File: config.mk
export PLATFORM = sky130hd
export DESIGN_NAME = horner_coeff_sequencer
export DESIGN_NICKNAME = d
export VERILOG_FILES = /design/src/rtl/horner_coeff_sequencer.sv
export SDC_FILE = /design/constraint.sdc
export NUM_CORES = 1
export LEC_CHECK = 0
export BUFFER_PORTS_ARGS = -buffer_cell sky130_fd_sc_hd__buf_2
export CAP_MARGIN = 40
export CORE_UTILIZATION = 45
export DETAILED_ROUTE_END_ITERATION = 8
export PLACE_DENSITY = 0.76
export SLEW_MARGIN = 20
export SYNTH_ARGS = -nofsm -noshare
export SYNTH_HDL_FRONTEND = slang
export SYNTH_SLANG_ARGS = --single-unit
File: constraint.sdc
create_clock -name clk_i -period 3 [get_ports clk_i]
set_input_delay 0.75 -clock clk_i [delete_from_list [all_inputs] [get_ports clk_i]]
set_output_delay 0.75 -clock clk_i [all_outputs]
set_load 0.1 [all_outputs]
File: src/rtl/horner_coeff_sequencer.sv
// horner_coeff_sequencer
// Read-side consumer of the coefficient FIFO. After the loader writes the NaN
// start marker, each evaluation request streams n stored coefficients to the
// Horner MAC over valid/ready. After the last coefficient it pulses fifo_redo_o,
// so the next sample replays the same coefficient set.
//
// Ports:
//   clk_i, rstn_i          clock, async active-low reset
//   marker_i               start-marker strobe (arms from IDLE only)
//   clear_i                synchronous disarm/abort, highest priority
//   eval_req_i, n_coeff_i  evaluation request and coefficient count
//   fifo_empty_i           FIFO empty flag (sampled at request acceptance)
//   fifo_data_i            FIFO read data, valid the cycle after a read
//   fifo_rd_en_o           FIFO read/advance
//   fifo_redo_o            FIFO read-pointer rewind pulse
//   coeff_o/_valid_o/_last_o, coeff_ready_i   MAC stream
//   armed_o, busy_o, done_o, err_o, eval_cnt_o   status
//
// state    | meaning
// S_IDLE   | waiting for the start marker
// S_ARMED  | marker seen, waiting for an evaluation request
// S_STREAM | presenting coefficient idx to the MAC
// S_REWIND | one-cycle completion, done pulse, then back to ARMED
module horner_coeff_sequencer #(
  parameter  int DATA_W     = 32,
  parameter  int MAX_COEFF  = 16,
  parameter  int EVAL_CNT_W = 16,
  localparam int CNT_W      = $clog2(MAX_COEFF + 1)
) (
  input  logic                  clk_i,
  input  logic                  rstn_i,
  input  logic                  marker_i,
  input  logic                  clear_i,
  input  logic                  eval_req_i,
  input  logic [CNT_W-1:0]      n_coeff_i,
  input  logic                  fifo_empty_i,
  input  logic [DATA_W-1:0]     fifo_data_i,
  output logic                  fifo_rd_en_o,
  output logic                  fifo_redo_o,
  output logic [DATA_W-1:0]     coeff_o,
  output logic                  coeff_valid_o,
  output logic                  coeff_last_o,
  input  logic                  coeff_ready_i,
  output logic                  armed_o,
  output logic                  busy_o,
  output logic                  done_o,
  output logic                  err_o,
  output logic [EVAL_CNT_W-1:0] eval_cnt_o
);

  typedef enum logic [1:0] {S_IDLE, S_ARMED, S_STREAM, S_REWIND} state_t;

  state_t                r_state;
  logic [CNT_W-1:0]      r_idx;
  logic [CNT_W-1:0]      r_n;
  logic                  r_err;
  logic [EVAL_CNT_W-1:0] r_eval_cnt;

  logic w_n_ok;
  logic w_accept;
  logic w_last;
  logic w_hs;

  assign w_n_ok   = (n_coeff_i != '0) && (n_coeff_i <= CNT_W'(MAX_COEFF));
  assign w_accept = (r_state == S_ARMED) && eval_req_i && w_n_ok && !fifo_empty_i;
  assign w_last   = (r_idx == r_n - 1'b1);
  assign w_hs     = (r_state == S_STREAM) && coeff_ready_i;

  // The first read is issued in the accept cycle so data is present when
  // coeff_valid_o rises; later reads prefetch on every non-final handshake.
  assign fifo_rd_en_o  = !clear_i && (w_accept || (w_hs && !w_last));
  assign fifo_redo_o   = !clear_i && w_hs && w_last;

  assign coeff_valid_o = (r_state == S_STREAM);
  assign coeff_o       = (r_state == S_STREAM) ? fifo_data_i : '0;
  assign coeff_last_o  = (r_state == S_STREAM) && w_last;
  assign armed_o       = (r_state != S_IDLE);
  assign busy_o        = (r_state == S_STREAM) || (r_state == S_REWIND);
  assign done_o        = (r_state == S_REWIND) && !clear_i;
  assign err_o         = r_err;
  assign eval_cnt_o    = r_eval_cnt;

  always_ff @(posedge clk_i or negedge rstn_i) begin
    if (!rstn_i) begin
      r_state    <= S_IDLE;
      r_idx      <= '0;
      r_n        <= '0;
      r_err      <= 1'b0;
      r_eval_cnt <= '0;
    end else if (clear_i) begin
      r_state <= S_IDLE;
      r_idx   <= '0;
      r_err   <= 1'b0;
    end else begin
      case (r_state)
        S_IDLE: begin
          if (marker_i) r_state <= S_ARMED;
        end
        S_ARMED: begin
          if (eval_req_i) begin
            if (!w_n_ok) begin
              r_err <= 1'b1;
            end else if (fifo_empty_i) begin
              r_err   <= 1'b1;
              r_state <= S_IDLE;
            end else begin
              r_n     <= n_coeff_i;
              r_idx   <= '0;
              r_state <= S_STREAM;
            end
          end
        end
        S_STREAM: begin
          if (w_hs) begin
            if (w_last) r_state <= S_REWIND;
            else        r_idx   <= r_idx + 1'b1;
          end
        end
        S_REWIND: begin
          r_eval_cnt <= r_eval_cnt + 1'b1;
          r_state    <= S_ARMED;
        end
        default: r_state <= S_IDLE;
      endcase
    end
  end

endmodule

==> reports/qor.txt, run 1 <==
Run status - complete, no violations
Post-route insts no fill - 352
Max Clk Rate - 345 MHz
Post-Syn Instances - 196
Lkg Pwr - 1.45 nW
Post-Synthesis Net Count - 247
Worst Skew - 0.00306 ns
Worst skew pair latency - 0.28 ns
Dpl ws - 0.148 ns
Root Buffer - clkbuf_8
CTS H-tree lvls - 2
TritonCTS buffer count - 5
Hold wc startpoint - eval_cnt_o[15]
CP Data Arrival Time - 2.15 ns
Critical Path Start Type - flip-flop
Clock sink count - 29
Slowest Stage Delay on Critical Path - 0.38 ns
CTS Hold Bufs - 0
Max clock buf depth - 2
Most frequent cells in the layout - 96 x buf_2, 31 x and2_2, 29 x dfrtp_1
1st-iter DRT viols - 107
FP Rows - 23
CP Data Required Time - 2.25 ns
R2r setup slk - 0.73 ns
Final setup margin - 0.102 ns
Psw - 501 uW
Boundary Pins - 100
Pre-antenna DRT Iters - 4
Via density - 4.96
Die span in y - 66.8 um
RSZ-0062 raised after global routing - no
Cell Pwr Density - 516 nW/um2
Final Cell Area - 2680 um2
Post-synthesis cell area - 1890 um2
Logic pwr share - 36.2%
Commonest non-fill, non-tap cell in the layout - buf_2
Post-synth EDFFs - 0
Worst-margin pin slew - 0.636 ns
HP Class - flip-flop to flip-flop
Routed length per instance - 12.8 um
Largest net degree at the start of global routing - 35
GRT Total Usage - 22.2%
Final setup vio count - 0
Asr flop ratio synth - 100%
Ant. Diodes - 0
CP Capture Type - primary output
Detailed-placement wirelength estimate - 3430 um
Initial antenna violation count - 0
Seq pwr share - 33.1%
Primary FF master, synth - dfrtp_1
Fin nets - 352
FF-to-FF path depth - 9
Chip Width - 66.8 um
Remaining Overflow, GRT - 0
I/O Buffers - 99
CTS tree - yes
Worst Hold End - eval_cnt_o[15]
Placed Area - 2520 um2
Max_cap viols - 0
Via total after detailed routing - 1745
Share of cells above drive strength 1 - 55.3%
Routed wire length - 4500 um
P&R area growth vs syn - 41.8%
CP cell instances - inv_1 > ha_4 > nor2b_1 > or3_1 > a311oi_2 > and3_4 > buf_12
Clock network fraction of design power - 30.7%
GPL Wtd Cong - 0.783
CP max stage cell - a311oi_2
Max_slew headroom - 57.6%
Period minus WS final - 2.90 ns
Netlist cell types - 47
Sequential share of the synthesized area - 38.4%
Synth Area per Inst - 9.63 um2
Drt drc - 0
Hold Path Depth - 1
Vias in the first global route - 1651
Max-slew violations - 0
Pint - 880 uW
Die ar. - 4460 um2
Inst Count DP - 341
Antenna viol nets, final - 0
Final hold violations - 0
Reg-to-reg startpoint - r_n[1]
Initial core utilization - 47.2%
Synth Register Bits - 29
Placeable Area - 4000 um2
Yosys warns - 0
First-pass GRT wire length - 7520 um
Setup CP Type - flip-flop to primary output
Peak VDD IR - 313 uV
Switching part of the total - 36.3%
CP max FO - 4
CTS clock-pin slew for the worst setup and hold paths - 0.06 ns
Tcrit/Tclk final - 96.6%
RR Endpoint - r_state[1]
Setup TNS - 0 ns
[worst max path at each step]
| stage | start | to | cells past startpoint |
|---|---|---|---|
| after floorplan | r_state[0] | fifo_rd_en_o | 7 |
| after global placement | n_coeff_i[1] | fifo_rd_en_o | 6 |
| after detailed placement | n_coeff_i[1] | fifo_rd_en_o | 6 |
| after CTS | r_n[1] | fifo_rd_en_o | 8 |
| after global routing | r_n[1] | fifo_rd_en_o | 8 |
| final | r_n[1] | fifo_redo_o | 7 |
[layout make-up]
cell class	count	area [um2]
multi-input combinational	149	1140
sequential	29	726
clock inverter	2	37.5
inverter	11	41.3
tap	50	62.6
clock buffer	6	82.6
fill	343	1320
timing repair buffer	105	586
[worst max-delay path: cells and delay by family (launching register included)]
| family | cells | cell delay, ns |
|---|---|---|
| and+or+nand+nor | 3 | 0.71 |
| buffers and inverters | 2 | 0.25 |
| AOI/OAI and AO/OA | 1 | 0.38 |
| DFF | 1 | 0.37 |
| adders and majority gates | 1 | 0.16 |
[metal layers]
layer	share of wire [%]	track usage, %	vias up
met3	3.8	4.45	5
met2	52	39.4	40
li1	-	-	876
met5	0	0	-
met4	0.60	6.12	0
met1	44	26.8	824
[cell families after synthesis]
| family | Yosys count | share of synthesized area [%] |
|---|---|---|
| compound gates | 20 | 8.55 |
| xor+xnor | 21 | 9.74 |
| fa+ha+maj | 7 | 4.64 |
| buf+inv | 18 | 4.64 |
| flops | 29 | 38.4 |
| mux | 8 | 4.71 |
| simple gates | 93 | 29.3 |
[cell usage after synthesis, types with 5 or more instances]
cell type,n,share of area [%]
nand2_1,11,2.2
inv_1,11,2.2
dfrtp_1,29,38
nand3_1,6,1.6
nand4_1,5,1.7
and2_1,33,11
mux2_2,7,4.2
xnor2_1,16,7.4
xor2_1,5,2.3
nor2_1,10,2.0
ha_1,7,4.6
[what timing repair did]
action | in CTS | in global routing
buffers inserted | 2 | 1
pin swaps | 1 | 2
endpoints found under the setup margin | 3 | 3
gates resized for setup | 1 | 2
gates cloned | 0 | 0
[sequential cells by signal (all words and copies together), names as in the netlist]
register	count
eval_cnt_o	16
r_n	5
r_state	2
err_o	1
r_idx	5
[stage by stage]
stage	power, mW	hold WS [ns]	utilization (%)
after floorplan	0.827	0.454	-
after global placement	0.917	0.457	63.0
after detailed placement	0.925	0.462	63.0
after CTS	1.37	0.471	66.4
after global routing	1.45	0.479	66.9
final	1.38	0.467	66.9
[power by group through the flow]
stage | sequential, mW | clock, mW | combinational [mW]
floorplan | 0.514 | 0 | 0.312
global placement | 0.468 | 0 | 0.448
detailed placement | 0.468 | 0 | 0.457
CTS | 0.457 | 0.431 | 0.482
global route | 0.462 | 0.451 | 0.541
finish | 0.457 | 0.424 | 0.500
Note: power is estimated with default switching activity, not from simulation.
==> run 2, diff against run 1 <==
--- a/config.mk
+++ b/config.mk
@@ -10,6 +10,7 @@
 export CORE_UTILIZATION = 45
 export DETAILED_ROUTE_END_ITERATION = 8
 export PLACE_DENSITY = 0.76
+export REMOVE_ABC_BUFFERS = 1
 export SLEW_MARGIN = 20
 export SYNTH_ARGS = -nofsm -noshare
 export SYNTH_HDL_FRONTEND = slang
==> reports/qor.txt, run 2 (synthesized netlist as in run 1, its figures left out) <==
Run status - complete, no violations
Initial antenna violation count - 0
CTS H-tree lvls - 2
Worst-margin pin slew - 0.635 ns
CP Data Arrival Time - 2.16 ns
WP buf/inv - 2
1st-iter DRT viols - 24
Share of cells above drive strength 1 - 44.2%
CP Data Required Time - 2.25 ns
FILL cells - 341
Die span in y - 66.8 um
CP cell instances - inv_1 > ha_2 > nor2b_1 > or3_1 > a311oi_2 > and3_4 > buf_12
CP max FO - 4
Most frequent cells in the layout - 96 x buf_2, 33 x and2_1, 29 x dfrtp_1
Max clock buf depth - 2
Logic pwr share - 34.3%
RSZ-0062 raised after global routing - yes
Final hold violations - 0
Detailed-placement wirelength estimate - 3320 um
Die ar. - 4460 um2
CTS tree - yes
Initial core utilization - 47.2%
Antenna viol nets, final - 0
FP Rows - 23
Hold Path Depth - 1
Max Clk Rate - 343 MHz
Clock sink count - 29
Via total after detailed routing - 1736
P&R area growth vs syn - 38.0%
Setup CP Type - flip-flop to primary output
Chip Width - 66.8 um
Drt drc - 0
Max_cap viols - 0
TritonCTS buffer count - 5
Slowest Stage Delay on Critical Path - 0.39 ns
Period minus WS final - 2.91 ns
Remaining Overflow, GRT - 0
CTS Hold Bufs - 0
Reg-to-reg startpoint - r_state[0]
Cell Pwr Density - 509 nW/um2
Worst Hold End - eval_cnt_o[15]
Routed wire length - 4160 um
RR Endpoint - r_idx[0]
Ant. Diodes - 0
Tcrit/Tclk final - 97.1%
First-pass GRT wire length - 6660 um
Peak VDD IR - 481 uV
Worst skew pair latency - 0.27 ns
Delay-heaviest family, CP - simple AND/OR/NAND/NOR gates
Psw - 472 uW
Register Area - 726 um2
GRT Total Usage - 19.8%
Clock network fraction of design power - 30.9%
Max reg flops - 16
Root Buffer - clkbuf_8
Routed length per instance - 11.8 um
Pint - 855 uW
Largest net degree at the start of global routing - 39
Final setup vio count - 0
Fin nets - 351
CP Capture Type - primary output
I/O Buffers - 99
Max-slew violations - 0
Commonest non-fill, non-tap cell in the layout - buf_2
R2r setup slk - 0.62 ns
Vias in the first global route - 1470
HP Class - flip-flop to flip-flop
Multi-input logic area - 1080 um2
Via density - 4.95
Hold wc startpoint - eval_cnt_o[15]
Pre-antenna DRT Iters - 4
Boundary Pins - 100
FF-to-FF path depth - 8
Critical Path Start Type - flip-flop
GPL Wtd Cong - 0.778
Max_slew headroom - 57.7%
Hold Slack - 0.464 ns
CP max stage cell - dfrtp_1
Placeable Area - 4000 um2
Seq pwr share - 34.7%
Lkg Pwr - 1.41 nW
CTS clock-pin slew for the worst setup and hold paths - 0.06 ns
Switching part of the total - 35.5%
Setup TNS - 0 ns
Worst Skew - 0.00557 ns
run 2: area by class of cell:
cell class,instances,share of cell area (%)
flip-flops and latches,29,27.9
well taps,50,2.40
clock buffers,7,3.31
clock inverters,1,1.15
inverters,11,1.59
repair buffers,104,22.2
multi-input cells,149,41.5
run 2: metal layers:
metal	vias up	track usage [%]	routed length (um)	part of all wire, %
met2	72	34.0	2040	49
met4	0	5.59	27	0.65
met3	2	4.97	365	8.8
met5	-	0	0	0
li1	873	-	-	-
met1	789	24.4	1730	42
run 2: worst max path at each step:
stage,startpoint,endpoint,slack (ns),cells past startpoint
final,r_n[0],fifo_redo_o,0.09,7
after global routing,r_n[0],fifo_redo_o,-0.03,7
after CTS,r_n[0],fifo_redo_o,0.02,7
after detailed placement,n_coeff_i[1],fifo_rd_en_o,0.26,6
after global placement,n_coeff_i[1],fifo_rd_en_o,0.28,6
after floorplan,r_state[0],fifo_rd_en_o,-2.10,6
run 2: power by group through the flow:
| stage | logic, mW | clock network [mW] | registers (mW) |
|---|---|---|---|
| global route | 0.493 | 0.433 | 0.467 |
| global placement | 0.442 | 0 | 0.467 |
| detailed placement | 0.452 | 0 | 0.468 |
| CTS | 0.452 | 0.419 | 0.461 |
| floorplan | 0.296 | 0 | 0.514 |
| finish | 0.456 | 0.411 | 0.461 |
run 2: timing repair:
item                                    in CTS  in global routing
buffers inserted                             0                  1
pin swaps                                    1                  4
resized for setup                            0                  3
endpoints found under the setup margin       1                  3
run 2: per-stage QoR:
stage	instance area [um2]	util (%)	power, mW	setup WS (ns)	instances
floorplan	1840	-	0.810	-2.10	189
global placement	2470	61.9	0.909	0.285	342
detailed placement	2470	61.9	0.919	0.258	342
CTS	2590	64.8	1.33	0.0167	350
global route	2610	65.1	1.39	-0.0263	351
finish	2610	65.1	1.33	0.0882	351
==> run 3, diff against run 2 <==
--- a/config.mk
+++ b/config.mk
@@ -9,7 +9,7 @@
 export CAP_MARGIN = 40
 export CORE_UTILIZATION = 45
 export DETAILED_ROUTE_END_ITERATION = 8
-export PLACE_DENSITY = 0.76
+export PLACE_DENSITY = 0.8
 export REMOVE_ABC_BUFFERS = 1
 export SLEW_MARGIN = 20
 export SYNTH_ARGS = -nofsm -noshare
==> reports/qor.txt, run 3 (synthesized netlist as in run 1, its figures left out) <==
Lkg Pwr - 1.42 nW
Worst-margin pin slew - 0.644 ns
HP Class - primary input to asynchronous set/reset pin
Ant. Diodes - 0
Peak VDD IR - 417 uV
Root Buffer - clkbuf_8
Final Cell Area - 2640 um2
CTS tree - yes
I/O Buffers - 99
Placed Area - 2470 um2
Max_slew headroom - 57.1%
CTS H-tree lvls - 2
Final setup margin - 0.0819 ns
FP Rows - 23
Period minus WS final - 2.92 ns
CP Capture Type - primary output
P&R area growth vs syn - 39.8%
CTS clock-pin slew for the worst setup and hold paths - 0.07 ns
TritonCTS buffer count - 5
Clock sink count - 29
Placeable Area - 4000 um2
Run status - complete, no violations
Critical Path Start Type - flip-flop
Remaining Overflow, GRT - 0
Multi-input logic area - 1110 um2
Initial core utilization - 47.2%
Dpl ws - 0.247 ns
Total power - 1.40 mW
GPL Wtd Cong - 0.810
Fin nets - 352
CP Data Required Time - 2.25 ns
Largest net degree at the start of global routing - 39
Worst skew pair latency - 0.28 ns
CP Data Arrival Time - 2.17 ns
Max clock buf depth - 2
Setup CP Type - flip-flop to primary output
Boundary Pins - 100
Hold Slack - 0.482 ns
Post-route insts no fill - 352
Via total after detailed routing - 1759
Chip Width - 66.8 um
Cell Pwr Density - 532 nW/um2
Tcrit/Tclk final - 97.3%
Die span in y - 66.8 um
Share of cells above drive strength 1 - 45.4%
Detailed-placement wirelength estimate - 3310 um
Most frequent cells in the layout - 96 x buf_2, 33 x and2_1, 29 x dfrtp_1
Pre-antenna DRT Iters - 4
Register Area - 726 um2
Routed length per instance - 12.4 um
Worst Skew - 0.00659 ns
Inst Count DP - 342
Antenna viol nets, final - 0
Vias in the first global route - 1565
First-pass GRT wire length - 6670 um
Drt drc - 0
Final setup vio count - 0
Max_cap viols - 0
FILL cells - 334
Die ar. - 4460 um2
Max Clk Rate - 343 MHz
CP max FO - 4
1st-iter DRT viols - 42
GRT Total Usage - 20.0%
Final hold violations - 0
Routed wire length - 4380 um
Initial antenna violation count - 0
Max-slew violations - 0
CTS Hold Bufs - 0
Commonest non-fill, non-tap cell in the layout - buf_2
Via density - 5.00
Max reg flops - 16
-- run 3: final cells by class --
type,instances,share of cell area (%)
well taps,50,2.37
clock inverters,1,1.14
repair buffers,105,22.2
clock buffers,7,3.27
flip-flops and latches,29,27.5
multi-input cells,149,42.0
inverters,11,1.56
-- run 3: critical path, cell delays in order, from the launching register on --
cell      delay (ns)
dfrtp_1         0.41
inv_2           0.07
ha_4            0.16
nor2b_1         0.13
or3_4           0.34
a311oi_4        0.36
and3_4          0.26
buf_12          0.17
-- run 3: path summary, 6_finish.rpt --
check	to	slack, ns	start	cells past startpoint
setup / recovery	fifo_redo_o	0.08	r_n[0]	7
hold / removal	eval_cnt_o[14]	0.48	rstn_i	1
setup reg to reg	r_idx[0]	0.60	r_state[0]	8
hold reg to reg	eval_cnt_o[15]	0.48	eval_cnt_o[15]	1
max in group asynchronous	r_idx[3]	2.09	rstn_i	1
min in group clk_i	eval_cnt_o[15]	0.48	eval_cnt_o[15]	1
-- run 3: where the power goes --
| part | switching [mW] | total, mW | internal (mW) |
|---|---|---|---|
| Combinational | 0.325 | 0.517 | 0.192 |
| Clock | 0.152 | 0.422 | 0.270 |
| Sequential | 0.0400 | 0.466 | 0.426 |
| Total | 0.517 | 1.40 | 0.888 |
-- run 3: timing repair --
| action | 4_1_cts | 5_1_grt |
|---|---|---|
| gates resized for setup | 1 | 7 |
| pin swaps | 1 | 4 |
| setup endpoints to repair | 3 | 3 |
| setup buffers | 0 | 2 |
-- run 3: routing by layer --
metal  GRT usage (%)  part of all wire [%]
met5               0                     0
met4            6.91                   1.3
met3            5.99                   7.6
met2            35.1                    50
met1            22.6                    42
-- run 3: metrics by stage --
stage                     utilization [%]  TNS, ns
after floorplan                         -   -16.41
after global placement               61.9        0
after detailed placement             61.9        0
after CTS                            64.9  -0.0377
after global routing                 66.0  -0.0161
final                                66.0        0
